[src/rtl/meas_stream_pkg.sv]
// Shared types and helpers for the measurement word serializer.
package meas_stream_pkg;

    typedef enum logic [1:0] {
        IDLE     = 2'd0,
        HEADER   = 2'd1,
        DATA     = 2'd2,
        CHECKSUM = 2'd3
    } state_t;

    localparam logic [7:0] HEADER_TAG = 8'hA5;
    localparam int unsigned ROUND_W = 32;

    // Number of BIT_WIDTH words needed to carry a MEAS_WIDTH vector.
    function automatic int unsigned calc_num_words(input int unsigned meas_width,
                                                   input int unsigned bit_width);
        return (meas_width + bit_width - 1) / bit_width;
    endfunction

endpackage

[src/rtl/meas_word_mux.sv]
// Selects one zero-padded BIT_WIDTH slice of the captured measurement vector.
module meas_word_mux
    import meas_stream_pkg::*;
#(
    parameter int unsigned MEAS_WIDTH = 100,
    parameter int unsigned BIT_WIDTH  = 64
) (
    input  logic [MEAS_WIDTH-1:0] shadow,
    input  logic [((calc_num_words(MEAS_WIDTH, BIT_WIDTH) > 1) ?
                   $clog2(calc_num_words(MEAS_WIDTH, BIT_WIDTH)) : 1)-1:0] idx,
    output logic [BIT_WIDTH-1:0]  word_c
);

    localparam int unsigned NUM_WORDS = calc_num_words(MEAS_WIDTH, BIT_WIDTH);
    localparam int unsigned IDX_W     = (NUM_WORDS > 1) ? $clog2(NUM_WORDS) : 1;
    localparam int unsigned PAD_W     = NUM_WORDS * BIT_WIDTH;

    logic [PAD_W-1:0] padded;

    assign padded = PAD_W'(shadow);

    always_comb begin
        word_c = '0;
        for (int unsigned i = 0; i < NUM_WORDS; i++) begin
            if (idx == IDX_W'(i)) begin
                word_c = padded[i*BIT_WIDTH +: BIT_WIDTH];
            end
        end
    end

endmodule

[src/rtl/measurement_word_serializer.sv]
// Frames each generator measurement vector as header + data words on a ready/valid stream.
// Optional trailing XOR checksum word enabled by defining MEAS_CHECKSUM_EN.
module measurement_word_serializer
    import meas_stream_pkg::*;
#(
    parameter int unsigned MEAS_WIDTH = 100,
    parameter int unsigned BIT_WIDTH  = 64
) (
    input  logic                  clk,
    input  logic                  reset,
    input  logic                  meas_valid,
    input  logic [MEAS_WIDTH-1:0] meas_values,
    output logic                  meas_ready,
    output logic [BIT_WIDTH-1:0]  out_data,
    output logic                  out_valid,
    input  logic                  out_ready,
    output logic                  out_last,
    output logic [ROUND_W-1:0]    round_id,
    output logic                  overflow
);

    localparam int unsigned NUM_WORDS = calc_num_words(MEAS_WIDTH, BIT_WIDTH);
    localparam int unsigned IDX_W     = (NUM_WORDS > 1) ? $clog2(NUM_WORDS) : 1;
    localparam logic [IDX_W-1:0] LAST_IDX = IDX_W'(NUM_WORDS - 1);

    generate
        if (BIT_WIDTH < 40) begin : g_bad_width
            $error("BIT_WIDTH must be at least 40");
        end
    endgenerate

    state_t                state_q, state_d;
    logic [IDX_W-1:0]      idx_q, idx_d;
    logic [MEAS_WIDTH-1:0] shadow_q;
    logic                  hs, capture, last_word, load_out;
    logic [BIT_WIDTH-1:0]  data_word_c, header_word, out_data_d;
    logic                  out_valid_d, out_last_d;
`ifdef MEAS_CHECKSUM_EN
    logic [BIT_WIDTH-1:0]  csum_q;
`endif

    assign hs         = out_valid & out_ready;
    assign meas_ready = (state_q == IDLE) | (hs & out_last);
    assign capture    = meas_valid & meas_ready;
    assign last_word  = (idx_q == LAST_IDX);

    // State register
    always_ff @(posedge clk) begin
        if (reset) begin
            state_q <= IDLE;
        end else begin
            state_q <= state_d;
        end
    end

    // Next state; a strobe on the closing handshake restarts the frame without a bubble
    always_comb begin
        state_d = state_q;
        idx_d   = idx_q;
        case (state_q)
            IDLE: begin
                if (meas_valid) state_d = HEADER;
            end
            HEADER: begin
                if (hs) begin
                    state_d = DATA;
                    idx_d   = '0;
                end
            end
            DATA: begin
                if (hs) begin
                    if (last_word) begin
`ifdef MEAS_CHECKSUM_EN
                        state_d = CHECKSUM;
`else
                        state_d = capture ? HEADER : IDLE;
`endif
                    end else begin
                        idx_d = idx_q + IDX_W'(1);
                    end
                end
            end
            CHECKSUM: begin
                if (hs) state_d = capture ? HEADER : IDLE;
            end
            default: state_d = IDLE;
        endcase
    end

    meas_word_mux #(
        .MEAS_WIDTH (MEAS_WIDTH),
        .BIT_WIDTH  (BIT_WIDTH)
    ) u_word_mux (
        .shadow (shadow_q),
        .idx    (idx_d),
        .word_c (data_word_c)
    );

    always_comb begin
        header_word = '0;
        header_word[BIT_WIDTH-1 -: 8] = HEADER_TAG;
        header_word[ROUND_W-1:0]      = round_id;
    end

    // Output word for the state being entered; held while the sink stalls
    always_comb begin
        out_valid_d = out_valid;
        out_last_d  = out_last;
        out_data_d  = out_data;
        load_out    = ~out_valid | out_ready;
        if (load_out) begin
            out_valid_d = (state_d != IDLE);
            out_last_d  = 1'b0;
            out_data_d  = '0;
            case (state_d)
                HEADER: out_data_d = header_word;
                DATA: begin
                    out_data_d = data_word_c;
`ifndef MEAS_CHECKSUM_EN
                    out_last_d = (idx_d == LAST_IDX);
`endif
                end
`ifdef MEAS_CHECKSUM_EN
                CHECKSUM: begin
                    out_data_d = csum_q ^ out_data;
                    out_last_d = 1'b1;
                end
`endif
                default: ;
            endcase
        end
    end

    // Datapath and registered outputs
    always_ff @(posedge clk) begin
        if (reset) begin
            idx_q     <= '0;
            shadow_q  <= '0;
            round_id  <= '0;
            overflow  <= 1'b0;
            out_valid <= 1'b0;
            out_last  <= 1'b0;
            out_data  <= '0;
        end else begin
            idx_q     <= idx_d;
            out_valid <= out_valid_d;
            out_last  <= out_last_d;
            out_data  <= out_data_d;
            if (capture) shadow_q <= meas_values;
            if (hs && (state_q == HEADER)) round_id <= round_id + ROUND_W'(1);
            if (meas_valid && !meas_ready) overflow <= 1'b1;
        end
    end

`ifdef MEAS_CHECKSUM_EN
    // Running XOR of header and data words as they are accepted
    always_ff @(posedge clk) begin
        if (reset) begin
            csum_q <= '0;
        end else if (hs && (state_q == HEADER)) begin
            csum_q <= out_data;
        end else if (hs && (state_q == DATA)) begin
            csum_q <= csum_q ^ out_data;
        end
    end
`endif

endmodule
[config.mk]
export PLATFORM = sky130hd
export DESIGN_NAME = measurement_word_serializer
export DESIGN_NICKNAME = d
export VERILOG_FILES = /design/src/rtl/meas_stream_pkg.sv /design/src/rtl/meas_word_mux.sv /design/src/rtl/measurement_word_serializer.sv
export SDC_FILE = /design/constraint.sdc
export NUM_CORES = 1
export LEC_CHECK = 0
export ABC_AREA = 0
export BUFFER_PORTS_ARGS = -buffer_cell sky130_fd_sc_hd__clkbuf_2
export CORE_ASPECT_RATIO = 1.1
export CORE_MARGIN = 8
export CORE_UTILIZATION = 45
export CTS_BUF_LIST = sky130_fd_sc_hd__clkbuf_4
export CTS_CLUSTER_SIZE = 10
export DETAILED_ROUTE_END_ITERATION = 10
export HOLD_SLACK_MARGIN = 0.1
export PLACE_DENSITY_LB_ADDON = 0.05
export SYNTH_ARGS = -nofsm -noshare
export SYNTH_HDL_FRONTEND = slang
export SYNTH_HIERARCHICAL = 1
export SYNTH_SLANG_ARGS = --single-unit
[constraint.sdc]
create_clock -name clk -period 3.65 [get_ports clk]
set_input_delay 1.095 -clock clk [delete_from_list [all_inputs] [get_ports clk]]
set_output_delay 1.095 -clock clk [all_outputs]
set_load 0.02 [all_outputs]
=== Yosys cells after proc, flatten, opt, wreduce, memory -nomap -nowiden ===
Index checks and enable logic that the tools add are counted.

* Bits in registers: 202
* Bits in latches: 0
* Bits in writable memories: 0
* ROM bits: 0
* Output and inout bits: 100
* Logic and storage cells: 40
* Memories kept: 0

* Add/subtract/negate cells: 2
* Multiply operators: 0
* Div/mod/pow operators: 0
* $lt $le $gt $ge: 0
* Equality and inequality tests: 5
* Shifts and indexed selects: 0
* Muxes and demuxes: 14
* Bitwise gates (word level): 6
* Reductions and logical operators: 5

{| class="wikitable"
|+ Operators by type and width
! kind !! number
|-
| 64-bit one-hot mux with 2 select lines || 1
|-
| 64-bit 2-to-1 mux || 1
|-
| 32-bit by 1-bit adder with 32-bit output, second input constant || 1
|-
| 2-bit 2-to-1 mux || 5
|-
| 2-bit one-hot mux with 4 select lines || 1
|-
| 2-bit == test, second input constant || 3
|-
| 1-bit 2-to-1 mux || 5
|-
| 2-bit by 1-bit == test with 1-bit output, second input constant || 2
|-
| 1-bit AND || 3
|-
| 1-bit logical AND || 2
|-
| 2-bit zero test || 1
|-
| 1-bit OR || 2
|-
| 1-bit one-hot mux with 2 select lines || 1
|-
| 2-bit nonzero test || 1
|-
| 1-bit adder, second input constant || 1
|-
| 1-bit zero test || 1
|-
| 1-bit NOT || 1
|}

=== Depth between registers and ports, before layout ===
Gate-level depths: netlist of run 1.

* Depth after elaboration: 10
* Gate-level depth with buffers: 12
* Gate-level depth less buffers: 9

=== By module ===
The synthesis of run 1 kept the hierarchy.

{| class="wikitable"
|+ By module, submodules not included
! module !! instances !! cells an instance !! area an instance (µm²)
|-
| measurement_word_serializer || 1 || 891 || 7,603.5
|-
| meas_word_mux || 1 || 71 || 793.3
|}

=== Worst setup path after synthesis of run 1 ===
No wires, ideal clock.

* Path kind: input port to flip-flop
* From: input out_ready
* To: register out_data[59]
* Arrival: 2.889 ns
* Data required time: 3.533 ns
* Slack: 0.645 ns
* Stages: 10
* Buffers on the path: 3
* Cells stage by stage: nand2_1 -> or3_1 -> o211ai_1 -> inv_1 -> ha_1 -> clkbuf_1 -> and2_1 -> buf_2 -> buf_1 -> a22o_1

* Word-level cells in the longest chain between the ends: 10
* Elaborated cells between the ends (all ways): 18
* Those cells by class: eq/ne: 2; mux: 11; bitwise: 5

{| class="wikitable"
|+ RTL lines
! item !! line !! source
|-
| start, declared || measurement_word_serializer.sv:16 || <nowiki>input logic out_ready,</nowiki>
|-
| 1-bit AND * || measurement_word_serializer.sv:42 || <nowiki>assign hs = out_valid & out_ready;</nowiki>
|-
| 1-bit AND || measurement_word_serializer.sv:43 || <nowiki>assign meas_ready = (state_q == IDLE) | (hs & out_last);</nowiki>
|-
| 1-bit OR || measurement_word_serializer.sv:43 ||
|-
| 1-bit AND || measurement_word_serializer.sv:44 || <nowiki>assign capture = meas_valid & meas_ready;</nowiki>
|-
| 1-bit 2-to-1 mux || measurement_word_serializer.sv:76, measurement_word_serializer.sv:84 ||
|-
| 2-bit 2-to-1 mux || measurement_word_serializer.sv:72 || <nowiki>if (last_word) begin</nowiki>
|-
| 2-bit 2-to-1 mux || measurement_word_serializer.sv:71 || <nowiki>if (hs) begin</nowiki>
|-
| 2-bit one-hot mux with 4 select lines * || measurement_word_serializer.sv:60 || <nowiki>case (state_q)</nowiki>
|-
| named net state_d[0] || measurement_word_serializer.sv:32 || <nowiki>state_t state_q, state_d;</nowiki>
|-
| 2-bit == test or 2-bit by 1-bit == test with 1-bit output (tied branches) || measurement_word_serializer.sv:115 || <nowiki>case (state_d)</nowiki>
|-
| 64-bit one-hot mux with 2 select lines * || measurement_word_serializer.sv:115 ||
|-
| end signal, assigned || measurement_word_serializer.sv:148 || <nowiki>out_data <= out_data_d;</nowiki>
|-
| end, declared || measurement_word_serializer.sv:14 || <nowiki>output logic [BIT_WIDTH-1:0] out_data,</nowiki>
|}

Mark *: on every way through the listed nets, which the timed path passes. The rest lies on a longest branch.
A chain may end at the register's enable or synchronous reset.

=== Final worst setup path of run 1 ===
* From: register state_q[0]
* To: output meas_ready

* Word-level cells in the longest chain between the ends: 2

{| class="wikitable"
|+ RTL lines
! item !! line !! source
|-
| start, declared || measurement_word_serializer.sv:32 ||
|-
| start signal, assigned || measurement_word_serializer.sv:52 || <nowiki>state_q <= state_d;</nowiki>
|-
| 2-bit zero test || measurement_word_serializer.sv:43 ||
|-
| 1-bit OR || measurement_word_serializer.sv:43 ||
|-
| end, declared || measurement_word_serializer.sv:13 || <nowiki>output logic meas_ready,</nowiki>
|}

No other way between the ends.

==> results_dict.tcl, run 1 <==
set metrics [dict create \
    status "finished clean" \
    yosys_warnings 6 \
    place_ws_ns 0.459 \
    comb_power_share 0.111 \
    start_util 0.458 \
    cts.path.max_buffers 3 \
    fin_ws_ns 0.759 \
    gr-total-overflow 0 \
    grtUsageMet2 0.323 \
    die_h_um 159 \
    setup_viol 0 \
    finish.utilization 0.554 \
    reg2reg_slack_ns 1.15 \
    tightestPinTransition_ns 1.08 \
    core-area_mm2 0.0183 \
    cts_made_buffers 52 \
    period_needed_ns 2.89 \
    clk_latency_ns 0.63 \
    start_kind "register" \
    switching_share 0.262 \
    endpoint_kind "output port" \
    layout_commonest_cell "nand2_1" \
    synthesis.area_mm2 0.00840 \
    cts.clk_slew.worst_paths_ns 0.06 \
    pwr-share-seq 0.492 \
    maxCapViolCount 0 \
    hold_class "register to register" \
    layout-drive-gt1-share 0.292 \
    io_buffers 203 \
    cts_resized 0 \
    dr.pass1.iters 4 \
    ios 204 \
    dp_hpwl_um 15500 \
    cts_setup_buffers 0 \
    syn_to_final_growth_pct 21.1 \
    ys_seq_elements 202 \
    synth_nets 1075 \
    clockRootBuffer "clkbuf_4" \
    timing.hold.ws_ns 0.447 \
    nets 1276 \
    intPower_mw 3.51 \
    synth-seq-area-share 0.482 \
    cts.sinks 202 \
    vias_per_cell 5.12 \
    cp_max_fo 4 \
    antenna_found_initial 1 \
    switching_power_mw 1.25 \
    power_density_mw_per_mm2 468 \
    dpl_cell_area_mm2 0.00951 \
    hold_viol 0 \
    die_area_mm2 0.0233 \
    setup-tns-final_ns 0 \
    htreeDepth 2 \
    avgSynthCellArea_um2 8.73 \
    report.final.slew_viol_count 0 \
    ys_types 46 \
    die_w_um 146 \
    placementRows 52 \
    grt_max_degree 105 \
    worstPathRequired_ns 2.55 \
    layout_common_cells "nand2_1 (250), dfxtp_1 (202), clkbuf_2 (202), a21oi_1 (129), clkbuf_4 (82)" \
    stdcell_area_mm2 0.0102 \
    route.detailed.drc 0 \
    grt_pass1_wl_um 38300 \
    cts_tree "done" \
    ant_nets 0 \
    top_usage_layer "met2" \
    track_usage 0.197 \
    clockPowerShare 0.397 \
    rsz0062_at_grt "no" \
    hold_buffers 0 \
    vias 7393 \
    maxSlewHeadroom 0.279 \
    finClkSkew_ns 0.0216 \
    min_period_over_period 0.792 \
    cp_data_arrival_time_ns 1.80 \
    grt_pass1_vias 7396 \
    drt-total-wl_um 23500 \
    grt_util_met1 0.240 \
    path_class "register to output port" \
    avgRoutedWirePerCell_um 16.3 \
    fmax_ghz 0.346 \
    p_leak_nw 4.27 \
    met3_usage 0.0654 \
    gp_congestion 0.782 \
    synth_cells 962 \
    dr.first_iter.drc_count 391 \
    ir_worst_vdd_v 0.000215 \
]
-- cell usage after synthesis (all sizes together) --
library cell / n / area, µm²
nand2: 252 / 953
dfxtp: 202 / 4040
a21oi: 129 / 646
o21ai: 48 / 240
clkbuf: 43 / 161
mux2: 37 / 537
a22oi: 32 / 240
nor2b: 31 / 194
a22o: 29 / 254
buf: 27 / 204
nor2: 17 / 63.8
nand4: 13 / 103
nand3: 12 / 60.1
o31ai: 10 / 75.1
or4: 10 / 75.1
ha: 9 / 113
or3: 9 / 56.3
and4: 8 / 75.1
inv: 7 / 26.3
nor3: 5 / 25.0
xnor2: 5 / 43.8
xor2: 5 / 43.8
and2: 4 / 25.0
and3: 3 / 18.8
nand4b: 2 / 17.5
nor4: 2 / 12.5
o41ai: 2 / 17.5
a221o: 1 / 10.0
a31o: 1 / 8.76
a31oi: 1 / 6.26
mux2i: 1 / 10.0
nand2b: 1 / 6.26
nor3b: 1 / 7.51
o211ai: 1 / 7.51
o21bai: 1 / 7.51
o2bb2ai: 1 / 8.76
-- layer usage --
| layer | part of all wire | vias to the layer above |
|---|---|---|
| met1 | 0.43 | 3374 |
| met2 | 0.47 | 209 |
| li1 | - | 3763 |
| met4 | 0.019 | 0 |
| met5 | 0 | - |
| met3 | 0.078 | 47 |
-- registers in the layout, summed over array words and instances (netlist names) --
signal and count:
idx_q 1, out_data 64, out_last 1, out_valid 1
overflow 1, round_id 32, shadow_q 100, state_q 2
-- kinds of logic (layout without fill, tap and decap cells) --
group,Yosys count,after routing,share of synthesized area
AO/OA/AOI/OAI,256,256,0.181
flip-flops,202,202,0.482
multiplexers,38,38,0.0651
other,0,1,0
XOR/XNOR,10,10,0.0104
AND/OR/NAND/NOR,370,370,0.202
buffers and inverters,77,315,0.0466
adder cells (fa/ha/maj),9,9,0.0134
-- worst max-delay path: stages, from the launching register on --
cell      delay (ns)
dfxtp_1         0.39
inv_1           0.12
ha_1            0.21
a31o_2          0.26
clkbuf_2        0.18
-- per-stage QoR --
step	power, mW	instances
global route	5.02	1444
finish	4.76	1444
floorplan	2.75	962
CTS	4.84	1443
global placement	2.92	1352
detailed placement	2.93	1352
-- final timing paths --
check                                          startpoint                        end  depth (start not counted)
worst min register to register  shadow_q[57]$_SDFFE_PP0N_  shadow_q[57]$_SDFFE_PP0N_                          2
worst min-delay path            shadow_q[57]$_SDFFE_PP0N_  shadow_q[57]$_SDFFE_PP0N_                          2
worst max-delay path                state_q[0]$_SDFF_PP0_                 meas_ready                          4
worst max register to register      state_q[0]$_SDFF_PP0_  out_data[28]$_SDFFE_PP0P_                          9
-- power by group through the flow --
stage                     Sequential [mW]  Clock, mW  Combinational (mW)
after global placement               2.39          0               0.531
final                                2.34       1.89               0.528
after floorplan                      2.39          0               0.355
after global routing                 2.35       2.08               0.590
after detailed placement             2.39          0               0.535
after CTS                            2.34       1.96               0.538
-- area by class of cell --
| cell class | instances | area, µm² |
|---|---|---|
| inverters | 7 | 26.3 |
| diodes | 1 | 2.50 |
| clock inverters | 9 | 35.0 |
| multi-input cells | 683 | 3990 |
| clock buffers | 82 | 616 |
| repair buffers | 217 | 1150 |
| well taps | 243 | 304 |
| fillers | 1834 | 8180 |
| flip-flops and latches | 202 | 4040 |
No activity file was read; power rests on OpenSTA's default activity.
==> run 2: changes to the inputs <==
clock period = 2.7 ns   (was 3.65 ns; I/O delays follow)
==> results_dict.tcl, run 2 (same netlist as run 1, synthesis figures left out) <==
set metrics [dict create \
    finClkSkew_ns 0.0378 \
    worstPathRequired_ns 1.89 \
    nets 1292 \
    cts.clk_slew.worst_paths_ns 0.07 \
    multiInputGateArea_mm2 0.00399 \
    vias_per_cell 5.13 \
    period_needed_ns 2.58 \
    registers.top_by_ff_count "shadow_q" \
    core-area_mm2 0.0183 \
    power_density_mw_per_mm2 625 \
    start_kind "register" \
    cts_resized 0 \
    hold_viol 0 \
    status "finished clean" \
    tightestPinTransition_ns 0.498 \
    clk_latency_ns 0.65 \
    reg2reg_slack_ns 0.36 \
    cp_max_fo 5 \
    ir_worst_vdd_v 0.000299 \
    clockRootBuffer "clkbuf_4" \
    ios 204 \
    die_area_mm2 0.0233 \
    setup_viol 0 \
    die_w_um 146 \
    hold_buffers 0 \
    io_buffers 203 \
    finish.utilization 0.567 \
    antenna_found_initial 1 \
    fillCellCount 1793 \
    path_cells "inv_1 > ha_1 > a31o_2 > clkbuf_2" \
    p_leak_nw 4.38 \
    dp_hpwl_um 16400 \
    grt_pass1_wl_um 38900 \
    fmax_ghz 0.388 \
    cts.path.max_buffers 3 \
    dr.pass1.iters 5 \
    power_mw 6.50 \
    instances_no_fill 1467 \
    hold_class "input pin to register" \
    placementRows 52 \
    path_class "register to output port" \
    maxSlewHeadroom 0.668 \
    dp_cells 1367 \
    dpl_cell_area_mm2 0.00972 \
    layout_commonest_cell "nand2_1" \
    largest_reg_flops 100 \
    route.detailed.drc 0 \
    seq_area_mm2 0.00405 \
    cp_data_arrival_time_ns 1.77 \
    avgRoutedWirePerCell_um 16.2 \
    reg_top3 "shadow_q x100, out_data x64, round_id x32" \
    htreeDepth 2 \
    die_h_um 159 \
    place_ws_ns 0.106 \
    gr-total-overflow 0 \
    maxCapViolCount 0 \
    cts_made_buffers 53 \
    stdcell_area_mm2 0.0104 \
    grt_max_degree 101 \
    track_usage 0.201 \
    layout_common_cells "nand2_1 (250), clkbuf_2 (202), dfxtp_1 (201), a21oi_1 (129), clkbuf_4 (81)" \
    vias 7526 \
    ant_nets 0 \
    cts.sinks 202 \
    start_util 0.458 \
    drt-total-wl_um 23800 \
    endpoint_kind "output port" \
    max_stage_delay_ns 0.36 \
    fin_ws_ns 0.121 \
    cp_slowest_cell "dfxtp_1" \
    syn_to_final_growth_pct 23.8 \
    report.final.slew_viol_count 0 \
    dr.first_iter.drc_count 348 \
    cts_setup_buffers 0 \
    grt_pass1_vias 7679 \
    gp_congestion 0.819 \
    layout-drive-gt1-share 0.299 \
    cts_tree "done" \
    min_period_over_period 0.955 \
]
[run 2: final cells by class]
type / instances / share of cell area
diodes: 1 / 0.000241
clock buffers: 81 / 0.0585
clock inverters: 18 / 0.00674
inverters: 7 / 0.00253
multi-input cells: 683 / 0.384
flip-flops and latches: 202 / 0.389
well taps: 243 / 0.0292
repair buffers: 232 / 0.130
[run 2: worst max-delay path: cells and delay by family (launching register included)]
kind,cells,cell delay [ns]
AOI/OAI and AO/OA,1,0.26
adders and majority gates,1,0.19
buffers and inverters,2,0.30
DFF,1,0.36
[run 2: routing by layer]
metal / global-route usage / vias up / share of wire
li1: - / 3802 / -
met3: 0.0651 / 40 / 0.070
met4: 0.0727 / 0 / 0.018
met2: 0.329 / 210 / 0.49
met5: 0 / - / 0
met1: 0.241 / 3474 / 0.43
[run 2: report_power, final]
part	switching, mW	internal (mW)	total, mW
Clock	1.21	1.37	2.58
Combinational	0.445	0.313	0.758
Sequential	0.0631	3.10	3.17
[run 2: stage by stage]
step | setup TNS (ns) | hold slack, ns
2_1_floorplan | 0 | 0.432
3_3_place_gp | 0 | 0.436
3_5_place_dp | 0 | 0.442
4_1_cts | 0 | 0.315
5_1_grt | -0.000128 | 0.326
6_report | 0 | 0.375
[run 2: path summary, 6_finish.rpt]
check / end / startpoint / depth (start not counted)
setup / recovery: meas_ready / state_q[1]$_SDFF_PP0_ / 4
setup reg to reg: out_data[29]$_SDFFE_PP0P_ / state_q[1]$_SDFF_PP0_ / 10
hold / removal: shadow_q[51]$_SDFFE_PP0N_ / meas_values[51] / 3
hold reg to reg: shadow_q[52]$_SDFFE_PP0N_ / shadow_q[52]$_SDFFE_PP0N_ / 2
